### config.mk
export PLATFORM = sky130hd
export DESIGN_NAME = mem_map_ws
export DESIGN_NICKNAME = d
export VERILOG_FILES = /design/src/rtl/ch101_map_pkg.sv /design/src/rtl/mem_map_dec.sv /design/src/rtl/mem_map_ws.sv
export SDC_FILE = /design/constraint.sdc
export NUM_CORES = 1
export LEC_CHECK = 0
export ABC_AREA = 1
export ABC_CLOCK_PERIOD_IN_PS = 1750
export CORE_MARGIN = 2
export CORE_UTILIZATION = 46
export DETAILED_ROUTE_END_ITERATION = 16
export GPL_TIMING_DRIVEN = 0
export PLACE_DENSITY_LB_ADDON = 0.05
export SLEW_MARGIN = 40
export SYNTH_ARGS = -nofsm -noshare
export SYNTH_HDL_FRONTEND = slang
export SYNTH_SLANG_ARGS = --single-unit
### constraint.sdc
create_clock -name clk -period 1.75 [get_ports clk]
set_input_delay 0.525 -clock clk [delete_from_list [all_inputs] [get_ports clk]]
set_output_delay 0.525 -clock clk [all_outputs]
set_load 0.01 [all_outputs]
### src/rtl/ch101_map_pkg.sv
// Shared types and the default UK101 memory map for the CH101 registered decoder.
package ch101_map_pkg;

    typedef enum logic [1:0] {
        IDLE   = 2'd0,
        ACCESS = 2'd1,
        DONE   = 2'd2
    } state_t;

    localparam logic [1:0] SEL_RAM  = 2'b00;
    localparam logic [1:0] SEL_ROM  = 2'b01;
    localparam logic [1:0] SEL_UART = 2'b10;
    localparam logic [1:0] SEL_NONE = 2'b11;

    // Region 0 sits in the least significant slice of every packed table.
    localparam int UK101_NREG = 5;
    localparam logic [UK101_NREG*16-1:0] UK101_REG_LO =
        {16'hF800, 16'hF000, 16'hA000, 16'h1000, 16'h0000};
    localparam logic [UK101_NREG*16-1:0] UK101_REG_HI =
        {16'hFFFF, 16'hF7FF, 16'hBFFF, 16'h7FFF, 16'h0FFF};
    localparam logic [UK101_NREG*2-1:0] UK101_REG_SEL =
        {SEL_ROM, SEL_UART, SEL_ROM, SEL_RAM, SEL_ROM};
    localparam logic [UK101_NREG*4-1:0] UK101_REG_WS =
        {4'd0, 4'd2, 4'd0, 4'd0, 4'd0};
    localparam logic [UK101_NREG-1:0] UK101_REG_RO = 5'b10101;

    function automatic int idx_width(input int n);
        return (n > 1) ? $clog2(n) : 1;
    endfunction

endpackage

### src/rtl/mem_map_dec.sv
// Combinational base/limit region match; on overlap the lowest region index wins.
module mem_map_dec
    import ch101_map_pkg::*;
#(
    parameter int                       ADDR_W = 16,
    parameter int                       NREG   = UK101_NREG,
    parameter int                       IDX_W  = idx_width(NREG),
    parameter logic [NREG*ADDR_W-1:0]   REG_LO = UK101_REG_LO,
    parameter logic [NREG*ADDR_W-1:0]   REG_HI = UK101_REG_HI,
    parameter logic [NREG-1:0]          REG_RO = UK101_REG_RO
) (
    input  logic [ADDR_W-1:0] addr,
    output logic              hit,
    output logic [IDX_W-1:0]  idx,
    output logic              ro
);

    // Scan from the top so the lowest matching index is the last assignment.
    always_comb begin
        hit = 1'b0;
        idx = '0;
        ro  = 1'b0;
        for (int r = NREG - 1; r >= 0; r--) begin
            if ((addr >= REG_LO[r*ADDR_W +: ADDR_W]) &&
                (addr <= REG_HI[r*ADDR_W +: ADDR_W])) begin
                hit = 1'b1;
                idx = r[IDX_W-1:0];
                ro  = REG_RO[r];
            end
        end
    end

endmodule

### src/rtl/mem_map_ws.sv
// Registered 6502 address decoder with per-region wait states, read-only
// protection and a sticky fault logger for unmapped or illegal accesses.
module mem_map_ws
    import ch101_map_pkg::*;
#(
    parameter int                       ADDR_W  = 16,
    parameter int                       NREG    = UK101_NREG,
    parameter int                       SEL_W   = 2,
    parameter logic [NREG*ADDR_W-1:0]   REG_LO  = UK101_REG_LO,
    parameter logic [NREG*ADDR_W-1:0]   REG_HI  = UK101_REG_HI,
    parameter logic [NREG*SEL_W-1:0]    REG_SEL = UK101_REG_SEL,
    parameter logic [NREG*4-1:0]        REG_WS  = UK101_REG_WS,
    parameter logic [NREG-1:0]          REG_RO  = UK101_REG_RO
) (
    input  logic              clk,
    input  logic              rst_n,
    input  logic [ADDR_W-1:0] mem_addr,
    input  logic              mem_valid,
    input  logic              mem_we,
    output logic              mem_ready,
    output logic [SEL_W-1:0]  din_sel,
    output logic [NREG-1:0]   cs,
    output logic [ADDR_W-2:0] base_addr,
    output logic              reg_rs,
    output logic              fault,
    output logic [ADDR_W-1:0] fault_addr,
    output logic              fault_wr,
    input  logic              fault_clr
);

    localparam int               IDX_W        = idx_width(NREG);
    localparam logic [SEL_W-1:0] SEL_UNMAPPED = {SEL_W{1'b1}};

    state_t              state_q, state_d;
    logic [3:0]          wcnt_q, wcnt_d;
    logic [NREG-1:0]     cs_q, cs_d;
    logic [SEL_W-1:0]    din_sel_q, din_sel_d;
    logic [ADDR_W-2:0]   base_addr_q, base_addr_d;
    logic                reg_rs_q, reg_rs_d;
    logic                fault_q, fault_d;
    logic [ADDR_W-1:0]   fault_addr_q, fault_addr_d;
    logic                fault_wr_q, fault_wr_d;

    logic                dec_hit;
    logic [IDX_W-1:0]    dec_idx;
    logic                dec_ro;
    logic [NREG-1:0]     hit_cs;
    logic [SEL_W-1:0]    hit_sel;
    logic [3:0]          hit_ws;
    logic                new_fault;
    logic                new_fault_wr;

    mem_map_dec #(
        .ADDR_W (ADDR_W),
        .NREG   (NREG),
        .IDX_W  (IDX_W),
        .REG_LO (REG_LO),
        .REG_HI (REG_HI),
        .REG_RO (REG_RO)
    ) u_dec (
        .addr (mem_addr),
        .hit  (dec_hit),
        .idx  (dec_idx),
        .ro   (dec_ro)
    );

    // Per-region attribute lookup for the winning index.
    always_comb begin
        hit_cs  = '0;
        hit_sel = SEL_UNMAPPED;
        hit_ws  = '0;
        for (int r = 0; r < NREG; r++) begin
            if (dec_idx == r[IDX_W-1:0]) begin
                hit_cs[r] = 1'b1;
                hit_sel   = REG_SEL[r*SEL_W +: SEL_W];
                hit_ws    = REG_WS[r*4 +: 4];
            end
        end
    end

    always_comb begin
        state_d      = state_q;
        wcnt_d       = wcnt_q;
        cs_d         = cs_q;
        din_sel_d    = din_sel_q;
        base_addr_d  = base_addr_q;
        reg_rs_d     = reg_rs_q;
        new_fault    = 1'b0;
        new_fault_wr = 1'b0;

        case (state_q)
            IDLE: begin
                if (mem_valid) begin
                    state_d     = ACCESS;
                    base_addr_d = mem_addr[ADDR_W-2:0];
                    reg_rs_d    = mem_addr[0];
                    if (dec_hit && !(mem_we && dec_ro)) begin
                        cs_d      = hit_cs;
                        din_sel_d = hit_sel;
                        wcnt_d    = hit_ws;
                    end else begin
                        // A hit that still faults can only be a write to read-only space.
                        cs_d         = '0;
                        din_sel_d    = SEL_UNMAPPED;
                        wcnt_d       = '0;
                        new_fault    = 1'b1;
                        new_fault_wr = dec_hit;
                    end
                end
            end
            ACCESS: begin
                if (wcnt_q == 4'd0) begin
                    state_d = DONE;
                    cs_d    = '0;
                end else begin
                    wcnt_d = wcnt_q - 4'd1;
                end
            end
            DONE: begin
                state_d = IDLE;
                cs_d    = '0;
            end
            default: begin
                state_d = IDLE;
                cs_d    = '0;
            end
        endcase
    end

    // Sticky logger: a fresh fault beats a simultaneous clear.
    always_comb begin
        fault_d      = fault_q;
        fault_addr_d = fault_addr_q;
        fault_wr_d   = fault_wr_q;
        if (new_fault && (!fault_q || fault_clr)) begin
            fault_d      = 1'b1;
            fault_addr_d = mem_addr;
            fault_wr_d   = new_fault_wr;
        end else if (fault_clr) begin
            fault_d      = 1'b0;
            fault_addr_d = '0;
            fault_wr_d   = 1'b0;
        end
    end

    always_ff @(posedge clk or negedge rst_n) begin
        if (!rst_n) begin
            state_q      <= IDLE;
            wcnt_q       <= '0;
            cs_q         <= '0;
            din_sel_q    <= SEL_UNMAPPED;
            base_addr_q  <= '0;
            reg_rs_q     <= 1'b0;
            fault_q      <= 1'b0;
            fault_addr_q <= '0;
            fault_wr_q   <= 1'b0;
        end else begin
            state_q      <= state_d;
            wcnt_q       <= wcnt_d;
            cs_q         <= cs_d;
            din_sel_q    <= din_sel_d;
            base_addr_q  <= base_addr_d;
            reg_rs_q     <= reg_rs_d;
            fault_q      <= fault_d;
            fault_addr_q <= fault_addr_d;
            fault_wr_q   <= fault_wr_d;
        end
    end

    assign mem_ready  = (state_q == ACCESS) && (wcnt_q == 4'd0);
    assign cs         = cs_q;
    assign din_sel    = din_sel_q;
    assign base_addr  = base_addr_q;
    assign reg_rs     = reg_rs_q;
    assign fault      = fault_q;
    assign fault_addr = fault_addr_q;
    assign fault_wr   = fault_wr_q;

    cs_onehot0: assert property (@(posedge clk) disable iff (!rst_n) $onehot0(cs_q));

endmodule

==> impl_metrics.toml <==
[setup_path]
worstSetupPathType = "register to output pin"
cp.arrival_ns = 1.39
path_depth = 7
cpMaxStageDelayCell = "dfrtp_1"
cp_cell_sequence = "inv_2 > ha_4 > a31oi_4 > inv_2 > o21ai_4 > nor2_1 > buf_2"
setup.worst_path.start_class = "register"
endpoint_kind = "output pin"
cpMostUsedCell = "inv_2"
crit_family = "flip-flops"
max_stage_delay_ns = 0.38
timing.critical_path.buf_inv = 3
reg2reg_depth = 8
critPathRequiredTime_ns = 1.22
critPathMaxFanout = 4

[detailed_routing]
wl_per_cell_um = 14.34
vias_per_cell = 5.144
drt_pass1_iterations = 4
drc = 0
drt-initial-drc-count = 110
wirelength_mm = 5.063
num_vias = 1816
ant_nets = 0

[timing]
period_share = 1.095
finalMaxSlewViolations = 0
setup_viol = 1
clock.fmax_mhz = 521.8
hold_viol_final = 0
period_minus_slack_ns = 1.916
tns_ns = -0.1664
maxSlewHeadroom = 0.7039
clock_skew_ns = 0.004894
final.setup.worst_slack_ns = -0.1664
worst_pin_slew_ns = 0.4441
hold_slack_ns = 0.03794
rsz0062_at_grt = "true"

[synthesis]
syn_avg_cell_area_um2 = 9.075
syn_area_um2 = 2042
ys_ff_latch = 46
syn-num-nets = 247
synth.largest_area_cell = "dfrtp_1"
synth-seq-area-share = 0.5650
ys_types = 25
ys_warn_count = 0
syn_inst = 225
netlist.area_leader.share = 0.5392
synth.area.top_cells = "dfrtp_1, nand2_1, nand4_1"

[placed_design]
dpl.hpwl_mm = 3.446
port_buffers = 62
place_inst = 340
post-place-ws_ns = -0.7394
globalplace.congestion = 0.7990
placed_area_um2 = 2745

[die]
num_rows = 24
fp.dieArea_um2 = 4988
coreArea_um2 = 4324
die_x_um = 70.63
initial_core_util = 0.4722
die_height_um = 70.63
pin_count = 63

[power]
power_density_nw_per_um2 = 1366
peakVddDrop_uv = 592.3
total_leakage_power_nw = 1.761

[cells_and_area]
syn_to_final_growth_pct = 46.08
fin_nets = 324
final_area_um2 = 2983
antenna_cells = 0
drive_gt1_frac = 0.1827
stdcell_count = 353

[global_routing]
grt_max_degree = 38
grt_pass1_vias = 1725
antenna_found_initial = 0
grt_pass1_wl_mm = 8.190
track_usage = 0.2109
overflow = 0

[clock_network]
cts_tree = "built"
clk-insertion-delay-late_ns = 0.30
cts-buffers-inserted = 5
h-tree-depth = 2
clock_path_buffers = 2
cts_sinks = 46
clkTransAtPathRegs_ns = 0.08
root_buffer = "clkbuf_8"

[min_path]
hold_class = "input port to async pin"

[flow_run]
cap_viol_max_count = 0

[outcome]
outcome = "finished, violations left"
violations = "negative setup slack"
-- flip-flops by register name, summed over array words and instances, names as in the netlist --
register,count
base_addr,15
cs,5
din_sel,2
fault,1
fault_addr,16
fault_wr,1
state_q,2
wcnt_q,4
-- area by class of cell --
| class | count | area [µm²] |
|---|---|---|
| fill | 371 | 1341 |
| sequential | 46 | 1154 |
| multi-input combinational | 154 | 832.0 |
| timing repair buffer | 70 | 721.9 |
| clock buffer | 6 | 82.58 |
| buffer | 10 | 67.56 |
| tap | 52 | 65.06 |
| inverter | 15 | 60.06 |
-- synthesized netlist by cell type --
| cell | number |
|---|---|
| nand3_1 | 15 |
| dfstp_2 | 2 |
| o21ai_1 | 1 |
| inv_2 | 1 |
| nand2_1 | 79 |
| nand2_4 | 1 |
| a31oi_1 | 1 |
| nor2_1 | 8 |
| ha_1 | 1 |
| nand4_1 | 17 |
| clkbuf_1 | 5 |
| a21oi_1 | 2 |
| buf_12 | 1 |
| o21ai_0 | 11 |
| clkinv_1 | 1 |
| nor2_2 | 1 |
| nand3_4 | 1 |
| buf_4 | 2 |
| nor2_4 | 1 |
| nand2_2 | 4 |
| dfrtp_1 | 44 |
| inv_1 | 13 |
| buf_2 | 2 |
| nor3_1 | 2 |
| nand3_2 | 9 |
-- worst paths after layout --
check | start | to | slack (ns)
worst max-delay path | wcnt_q[0] | mem_ready | -0.17
min in group clk | base_addr[7] | base_addr[7] | 0.47
worst max register to register | state_q[1] | wcnt_q[3] | 0.28
worst min register to register | base_addr[7] | base_addr[7] | 0.47
max in group asynchronous | rst_n | fault_wr | 1.30
worst min-delay path | rst_n | wcnt_q[0] | 0.04
-- metrics by stage --
stage,util,power (mW)
2_1_floorplan,-,2.429
3_3_place_gp,0.6308,3.262
3_5_place_dp,0.6348,3.306
4_1_cts,0.6678,4.026
5_1_grt,0.6898,4.355
6_report,0.6898,4.075
-- per-layer routing --
layer,vias up,global-route usage,routed length [µm]
li1,891,-,-
met5,-,0,0
met2,49,0.3270,2363
met3,6,0.05413,279
met1,870,0.2931,2348
met4,0,0.06918,70
-- kinds of logic after synthesis --
kind of cell / Yosys count / synth area share
DFF: 46 / 0.5650
buffers and inverters: 25 / 0.05882
adders and majority gates: 1 / 0.006126
and+or+nand+nor: 138 / 0.3327
AOI/OAI and AO/OA: 15 / 0.03738
-- cells in the final DEF, fill, tap and decap left out, drive strengths merged --
cell           Yosys  final
nand3             25     25
dfrtp             44     44
dlygate4sd2        0     19
inv               14     14
clkdlybuf4s50      0     22
o21ai             12     12
a31oi              1      1
nand4             17     17
clkbuf             5     11
nor3               2      2
a21oi              2      2
nor2              10     10
buf                5     15
dlymetal6s2s       0     19
nand2             84     84
ha                 1      1
dfstp              2      2
clkinvlp           0      1
-- report_power, final --
group | total (mW) | switching, mW | leakage, nW | internal (mW)
registers | 1.60 | 0.189 | 0.597 | 1.41
logic | 1.83 | 0.967 | 1.12 | 0.859
clock network | 0.649 | 0.344 | 0.0431 | 0.305
-- repair_timing --
item | CTS | global route
setup buffers | 5 | 2
setup endpoints to repair | 55 | 37
cloned | 0 | 0
pin swaps | 2 | 0
endpoints found under the hold margin | 0 | 0
hold buffers | 0 | 0
gates resized for setup | 34 | 29
Note: power is estimated with default switching activity, not from simulation.
==> RTL change: new RTL, same settings <==
The 3 states of `state_t` get a one-hot encoding in 3 bits.
--- a/src/rtl/ch101_map_pkg.sv
+++ b/src/rtl/ch101_map_pkg.sv
@@ -2,8 +2,8 @@
 package ch101_map_pkg;
 
-    typedef enum logic [1:0] {
-        IDLE   = 2'd0,
-        ACCESS = 2'd1,
-        DONE   = 2'd2
+    typedef enum logic [2:0] {
+        IDLE   = 3'b001,
+        ACCESS = 3'b010,
+        DONE   = 3'b100
     } state_t;
 
Behaviour: no difference found for any inputs over 10 cycles, from zero or initial values and one cycle with rst_n low; not proved beyond that.
==> RTL change against the original RTL <==
- the run still ends with negative setup slack left
- routed wire length is 3.4% higher
- sequential cell count is 1 higher
- setup slack better by 80 ps
- global-route usage is 1.7 points higher
- synthesized area is 0.92% lower
- via count is 3.6% higher
- count of clock-buffer cells in the layout is 2 higher
- total power is 8.4% higher
- cell count is 1.7% higher
- clock skew is 1.6 ps lower
- critical path depth is 2 lower
- design area is 2.1% higher
- highest routed layer unchanged
==> RTL change: results (changes against the original RTL) <==
- Comb power: 0.00201 W (was 0.00183 W)
- DP HPWL: 3550 um (was 3450 um)
- WL met3: 388 um (was 279 um)
- Largest cells by area after synthesis: dfrtp_1 54%, nand2_1 15%, nand3_1 6.9% (was dfrtp_1 54%, nand2_1 15%, nand4_1 5.2%)
- Drt initial violations: 166 (was 110)
- Clock buffers: 8 (was 6)
- Share of post-route cells with drive strength above 1: 0.163 (was 0.183)
- Fraction of area in multi-input gates: 0.265 (was 0.279)
- Int Pwr: 0.00280 W (was 0.00258 W)
- Met1 Wirelength: 2360 um (was 2350 um)
- Status: finished with violations (unchanged)
- Reg-to-reg setup timing slack: 180 ps (was 280 ps)
- Reg power frac: 0.384 (was 0.393)
- Resized Gates After CTS: 28 (was 34)
- Met1 usage: 0.317 (was 0.293)
- WL per Instance: 14.6 um (was 14.3 um)
- Crit Path Max Fanout: 2 (was 4)
- GRT met3 Usage: 0.0620 (was 0.0541)
- Non-clock inverters: 10 (was 15)
- Clock skew: 3.30 ps (was 4.89 ps)
- Synth top cells by count: 80 x nand2_1, 44 x dfrtp_1, 28 x nand3_1 (was 79 x nand2_1, 44 x dfrtp_1, 17 x nand4_1)
- Met2 usage: 0.334 (was 0.327)
- Via count: 1882 (was 1816)
- First-pass GRT wire length: 8770 um (was 8190 um)
- Largest net degree at the start of global routing: 35 (was 38)
- Final setup viols: 1 (unchanged)
- Failing checks: negative setup slack (unchanged)
- Comb_multi_in: 156 (was 154)
- Synth Area in Adders: 0.00618 (was 0.00613)
- Fillers: 330 (was 371)
- Final WS setup: -86.9 ps (was -166 ps)
- WL met2: 2380 um (was 2360 um)
- Fin nets: 328 (was 324)
- NonClk Buf Share: 0.279 (was 0.265)
- FF-to-FF path depth: 7 (was 8)
- Post-Route Setup TNS: -86.9 ps (was -166 ps)
- Overall routing resource usage: 0.228 (was 0.211)
- Crit path from: wcnt_q[1] (was wcnt_q[0])
- Seq/total area: 0.388 (was 0.387)
- Worst path max stage delay: 400 ps (was 380 ps)
- Clock-cell share of area: 0.0329 (was 0.0277)
- Worst-Margin Slew: 470 ps (was 444 ps)
- Reg2reg start: state_q[2] (was state_q[1])
- Sequential area share after synthesis: 0.583 (was 0.565)
[RTL change: changes by cell type in the layout (fill, tap and decap cells not counted), moves of 3 or more]
cell            unedited run  this run
buf_4                      9        17
dlygate4sd2_1             19        10
dlymetal6s2s_1            19        29
inv_1                     10         7
nand2_1                   77        80
nand3_1                   13        25
nand3_2                   11         2
nor2_1                     8         5
o21ai_0                   11         8
[RTL change: stage by stage]
stage	power (W)	std cells
3_5_place_dp	0.00349	339
3_3_place_gp	0.00345	338
2_1_floorplan	0.00257	224
5_1_grt	0.00473	359
4_1_cts	0.00446	355
6_report	0.00442	359
[RTL change: worst min-delay path by stage]
stage	from	to	slack, ps
2_1_floorplan	rst_n	base_addr[0]	230
3_3_place_gp	cs[3]	cs[3]	460
3_5_place_dp	rst_n	wcnt_q[2]	390
4_1_cts	rst_n	cs[3]	60
5_1_grt	rst_n	cs[4]	70
6_report	rst_n	wcnt_q[2]	60
